==> src/rtl/if_fetch_queue.sv <==
`default_nettype none
// ============================================================================
// Module   : if_fetch_queue
// Brief    : Instruction-fetch stage. Owns the fetch PC, issues one word
//            fetch at a time over req/ack, buffers returned words in a small
//            prefetch queue and hands them to decode with valid/ready.
//            Optional performance counters are enabled by IF_PERF_EN.
// Revision : 1.0 - initial release
// ============================================================================
module if_fetch_queue #(
    parameter int               WIDTH    = 32,
    parameter logic [WIDTH-1:0] RESET_PC = '0,
    parameter int               QDEPTH   = 2
) (
    input  logic             clk,
    input  logic             rst_n,
    output logic             imem_req,
    output logic [WIDTH-1:0] imem_addr,
    input  logic             imem_ack,
    input  logic [WIDTH-1:0] imem_rdata,
    output logic [WIDTH-1:0] ir,
    output logic [WIDTH-1:0] pc_out,
    output logic             ir_valid,
    input  logic             id_ready,
    input  logic             redirect,
    input  logic [WIDTH-1:0] redirect_pc
`ifdef IF_PERF_EN
    ,
    output logic [31:0]      perf_fetched,
    output logic [31:0]      perf_squashed
`endif
);

    localparam int PTR_W = (QDEPTH > 1) ? $clog2(QDEPTH) : 1;
    localparam int CNT_W = $clog2(QDEPTH + 1);

    localparam logic [CNT_W-1:0] c_depth    = CNT_W'(QDEPTH);
    localparam logic [WIDTH-1:0] c_step     = WIDTH'(4);
    localparam logic [WIDTH-1:0] c_align_mk = ~WIDTH'(3);

    typedef enum logic [1:0] {
        ST_IDLE = 2'd0,
        ST_WAIT = 2'd1,
        ST_DROP = 2'd2
    } state_t;

    state_t           r_state;
    state_t           w_state_next;
    logic [WIDTH-1:0] r_fetch_pc;
    logic [WIDTH-1:0] w_fetch_pc_next;
    logic [WIDTH-1:0] r_addr;
    logic [WIDTH-1:0] w_addr_next;
    logic [CNT_W-1:0] r_count;
    logic [CNT_W-1:0] w_count_next;
    logic [PTR_W-1:0] r_rd_ptr;
    logic [PTR_W-1:0] r_wr_ptr;
    logic             w_pop;
    logic             w_push;
    logic             w_discard;
    logic             w_space;
    logic             w_not_empty;

    logic [WIDTH-1:0] r_q_ir [QDEPTH];
    logic [WIDTH-1:0] r_q_pc [QDEPTH];

    // Handshake qualifiers; a redirect overrides both pop and push.
    always_comb begin
        w_not_empty  = (r_count != '0);
        w_pop        = w_not_empty && id_ready && !redirect;
        w_push       = (r_state == ST_WAIT) && imem_ack && !redirect;
        w_discard    = imem_ack && ((r_state == ST_DROP) ||
                                    ((r_state == ST_WAIT) && redirect));
        w_count_next = redirect ? '0
                                : (r_count + CNT_W'(w_push) - CNT_W'(w_pop));
        w_space      = (w_count_next < c_depth);
    end

    always_comb begin
        w_state_next    = r_state;
        w_addr_next     = r_addr;
        w_fetch_pc_next = r_fetch_pc;

        if (redirect) begin
            w_fetch_pc_next = redirect_pc & c_align_mk;
        end else if (w_push) begin
            w_fetch_pc_next = r_fetch_pc + c_step;
        end

        case (r_state)
            ST_IDLE: begin
                if (!redirect && w_space) begin
                    w_state_next = ST_WAIT;
                    w_addr_next  = r_fetch_pc;
                end
            end
            ST_WAIT: begin
                if (redirect) begin
                    w_state_next = imem_ack ? ST_IDLE : ST_DROP;
                end else if (imem_ack) begin
                    // Back-to-back issue keeps one instruction per cycle.
                    if (w_space) begin
                        w_addr_next = r_fetch_pc + c_step;
                    end else begin
                        w_state_next = ST_IDLE;
                    end
                end
            end
            ST_DROP: begin
                if (imem_ack) begin
                    w_state_next = ST_IDLE;
                end
            end
            default: begin
                w_state_next = ST_IDLE;
            end
        endcase
    end

    always_ff @(posedge clk or negedge rst_n) begin
        if (!rst_n) begin
            r_state    <= ST_IDLE;
            r_fetch_pc <= RESET_PC;
            r_addr     <= RESET_PC;
            r_count    <= '0;
            r_rd_ptr   <= '0;
            r_wr_ptr   <= '0;
        end else begin
            r_state    <= w_state_next;
            r_fetch_pc <= w_fetch_pc_next;
            r_addr     <= w_addr_next;
            r_count    <= w_count_next;
            if (redirect) begin
                r_rd_ptr <= '0;
                r_wr_ptr <= '0;
            end else begin
                if (w_pop) begin
                    r_rd_ptr <= r_rd_ptr + PTR_W'(1);
                end
                if (w_push) begin
                    r_wr_ptr <= r_wr_ptr + PTR_W'(1);
                end
            end
        end
    end

    // Payload storage needs no reset: outputs are gated by the entry count.
    always_ff @(posedge clk) begin
        if (w_push) begin
            r_q_ir[r_wr_ptr] <= imem_rdata;
            r_q_pc[r_wr_ptr] <= r_addr;
        end
    end

    assign imem_req  = (r_state == ST_WAIT) || (r_state == ST_DROP);
    assign imem_addr = r_addr;
    assign ir_valid  = w_not_empty;
    assign ir        = w_not_empty ? r_q_ir[r_rd_ptr] : '0;
    assign pc_out    = w_not_empty ? r_q_pc[r_rd_ptr] : '0;

`ifdef IF_PERF_EN
    logic [31:0] r_perf_fetched;
    logic [31:0] r_perf_squashed;
    logic [31:0] w_squash_inc;

    always_comb begin
        w_squash_inc = (redirect ? 32'(r_count) : 32'd0) + 32'(w_discard);
    end

    always_ff @(posedge clk or negedge rst_n) begin
        if (!rst_n) begin
            r_perf_fetched  <= '0;
            r_perf_squashed <= '0;
        end else begin
            r_perf_fetched  <= r_perf_fetched + 32'(w_pop);
            r_perf_squashed <= r_perf_squashed + w_squash_inc;
        end
    end

    assign perf_fetched  = r_perf_fetched;
    assign perf_squashed = r_perf_squashed;
`endif

endmodule
`default_nettype wire

==> config.mk <==
export PLATFORM = sky130hd
export DESIGN_NAME = if_fetch_queue
export DESIGN_NICKNAME = d
export VERILOG_FILES = /design/src/rtl/if_fetch_queue.sv
export SDC_FILE = /design/constraint.sdc
export NUM_CORES = 1
export LEC_CHECK = 0
export BUFFER_PORTS_ARGS = -buffer_cell sky130_fd_sc_hd__buf_2
export CORE_MARGIN = 2
export CORE_UTILIZATION = 45
export DETAILED_ROUTE_END_ITERATION = 16
export GPL_TIMING_DRIVEN = 0
export PLACE_DENSITY = 0.67
export SYNTH_ARGS = -nofsm -noshare
export SYNTH_HDL_FRONTEND = slang
export SYNTH_SLANG_ARGS = --single-unit
==> constraint.sdc <==
create_clock -name clk -period 14.2 [get_ports clk]
set_input_delay 1.42 -clock clk [delete_from_list [all_inputs] [get_ports clk]]
set_output_delay 1.42 -clock clk [all_outputs]
set_load 0.05 [all_outputs]
==> metrics.md <==
| Metric | Value |
|---|---|
| Status | `completed` |
| Num CTS Buffers | `17` |
| Largest net degree at the start of global routing | `67` |
| # IOs | `167` |
| Synth Instances | `slightly below 700` |
| Final RePlAce weighted congestion | `0.865` |
| Setup WS pre-CTS | `9.03 ns` |
| Die Y | `141 um` |
| Part of the cycle the worst path needs | `33.0%` |
| Type of the worst min-delay path | `register to register` |
| R2R Path Start | `r_state[1]$_DFFE_PN0P_` |
| Via density | `around 5.4` |
| Worst R2R Path Depth | `14` |
| Count of final setup violators | `0` |
| RSZ-0062 raised after global routing | `no` |
| F_max | `213 MHz` |
| Main flop type after synthesis | `edfxtp_1` |
| WP data arrival | `5.03 ns` |
| Vias in the first global route | `5650` |
| Ys async rst share | `34.7%` |
| Slew margin rel. | `between 20% and 30%` |
| Post-CTS Resized | `0` |
| CTS Sinks | `190` |
| Drc violations | `0` |
| FF-to-FF setup slack | `10.06 ns` |
| Crit-path slowest cell | `a211oi_1` |
| Clock Latency Late Sink | `0.43 ns` |
| CTS tree | `yes` |
| Non-filler instance count after layout | `1111` |
| Syn Std Cell Area | `approximately 8400 um^2` |
| CTS Hold Buffers Added | `0` |
| Share of cells above drive strength 1 | `23.4%` |
| Placed Cells incl. Taps | `1079` |
| Commonest non-fill, non-tap cell in the layout | `buf_2` |
| CTS Buffer Depth | `2` |
| Critical path class | `input pin to register` |
| CP required | `14.54 ns` |
| Pleak | `3.78 nW` |
| # Max-Cap Violations | `0` |
| H-tree depth | `4` |
| Setup TNS | `0 ns` |
| Yosys warns | `0` |
| Critical Path Sink | `imem_addr[22]$_DFFE_PN0P_` |
| Crit path max fanout | `10` |
| Critical Path Sink Type | `register` |
| Total Wirelength | `19.3 mm` |
| Worst Clk Skew | `0.00772 ns` |
| Worst Setup SP | `redirect` |
| # nets final | `944` |
| Port Buffer Count | `around 160` |
| Worst R2R End | `imem_addr[22]$_DFFE_PN0P_` |
| GRT Total Usage | `roughly a fifth` |
| Starting Density | `a little under half` |
| First-pass GRT wire length | `30.0 mm` |
| Most frequent cells in the layout | `163 x buf_2, 124 x edfxtp_1, 112 x nor2_1` |
| Cell Rows | `a little under 50` |
| Post-synth top area cell | `edfxtp_1` |
| Post-synth EDFFs | `124` |
| Worst-path clk slew | `0.07 ns` |
| Critical path, cell by cell | `clkbuf_1 > inv_1 > clkbuf_1 > clkbuf_1 > nand2_1 > ha_1 > inv_1 > ha_1 > xor3_1 > a211oi_1 > clkbuf_1 > nor2_1 > a31oi_1` |
| CP Launch Type | `input pin` |
| Yosys cell types | `40` |
| Core area | `~18000 um^2` |
| Syn_area_per_cell | `12.2 um^2` |
| Routed wire per std cell | `17.4 um` |
| Top cells by area, synth | `edfxtp_1 44%, dfrtp_1 20%, mux2i_1 7.8%` |
| DIE WIDTH | `141 um` |
| Pwr dens | `about 200 nW/um^2` |
| Area Growth Syn to Fin | `20.7%` |
| CTS root buf | `clkbuf_16` |
| Post-synthesis sequential area ratio | `64.0%` |
| Worst VDD drop | `0.105 mV` |
| Placed cell area | `9550 um^2` |
| Post-DP HPWL | `around 14 mm` |
| Final slew viol count | `0` |
| Setup Fix Bufs, Post-CTS | `0` |
| Crit-path max cell delay | `0.67 ns` |
| Final Hold Viols | `0` |
| Final WS setup | `9.51 ns` |
| Critical path's most frequent cell | `clkbuf_1` |
| Antenna violations before repair | `2` |
| Antenna Nets Post-Route | `0` |
| Least-Margin Pin Slew | `1.06 ns` |
| Yosys top cell area share | `44.4%` |
| Initial DRC count | `around 410` |
| Fin crit period | `4.69 ns` |
| Final Instance Area | `10100 um^2` |
| FF+latch count, synth | `190` |
| Fin Hold WS | `0.502 ns` |
| Drt pass-1 iters | `5` |
| Final core occ | `55.8%` |
| Overflow left after global routing | `0` |
| Routed via count | `5964` |
| Total power | `2.06 mW` |
| Die Area | `19800 um^2` |
[sequential cells by signal (all words and copies together) (netlist names)]
register and count:
r_q_pc 60, imem_addr 30, r_state 2, r_fetch_pc 30, r_wr_ptr 1, r_count 2
r_q_ir 64, r_rd_ptr 1
[synth_stat cells (6+ instances only)]
cell,n
edfxtp_1,124
xnor2_1,16
a21oi_1,14
dfrtp_1,66
nor3_1,9
mux2i_1,65
or3_1,17
a31oi_1,28
o31ai_1,18
o21ai_0,24
or4_1,21
nand4_1,11
inv_1,8
xor2_1,11
ha_1,6
nor2_1,113
nand3_1,13
clkbuf_1,40
nand2_1,30
nor4_1,8
[worst min-delay path by stage]
| stage | from | slack (ns) | to | cells after the start |
|---|---|---|---|---|
| global placement | imem_addr[13]$_DFFE_PN0P_ | 0.48 | r_q_pc[0][13]$_DFFE_PP_ | 0 |
| detailed placement | imem_addr[13]$_DFFE_PN0P_ | 0.49 | r_q_pc[0][13]$_DFFE_PP_ | 0 |
| floorplan | r_state[0]$_DFFE_PN0P_ | 0.51 | r_state[0]$_DFFE_PN0P_ | 1 |
| finish | imem_addr[21]$_DFFE_PN0P_ | 0.50 | r_q_pc[1][21]$_DFFE_PP_ | 0 |
| CTS | imem_addr[21]$_DFFE_PN0P_ | 0.51 | r_q_pc[1][21]$_DFFE_PP_ | 0 |
| global route | imem_addr[21]$_DFFE_PN0P_ | 0.53 | r_q_pc[1][21]$_DFFE_PP_ | 0 |
[cell families after synthesis]
kind of cell             count (synthesis)  synth area share (%)
adder cells (fa/ha/maj)                  6                 0.894
AND/OR/NAND/NOR                        240                  13.8
buffers and inverters                   59                  2.98
XOR/XNOR                                28                  3.10
multiplexers                            66                  7.89
flip-flops                             190                  64.0
AO/OA/AOI/OAI                           96                  7.28
other                                    1                0.0447
[cell type report]
cell class / instances / area (um^2)
Inverter: 8 / 30.0
Clock buffer: 17 / 425
Timing Repair Buffer: 161 / 846
Tap cell: 229 / 287
Fill cell: 1576 / 8020
Buffer: 51 / 220
Antenna cell: 1 / 2.50
Multi-Input combinational cell: 440 / 2790
Sequential cell: 190 / 5380
Clock inverter: 14 / 155
[power breakdown]
group	total (mW)	switching [mW]	internal (mW)
clock	0.477	0.214	0.263
sequential	0.789	0.0779	0.711
combinational	0.797	0.601	0.196
total	2.06	0.893	1.17
[critical path: cells and delay by family]
kind	cells	cell delay, ns
AOI/OAI and AO/OA	2	0.83
xor gates and xnor gates	1	0.31
adders and majority gates	2	0.46
buffers and inverters	6	1.71
and+or+nand+nor	2	0.30
[routing by layer]
metal  global-route usage, %  vias up  routed length [um]
met1                    26.9     2817                8630
met5                       0        -                  12
met2                    31.3      222                8990
met4                    6.11        2                 338
li1                        -     2894                   -
met3                    4.76       29                1310
(Power assumes the default switching activity.)
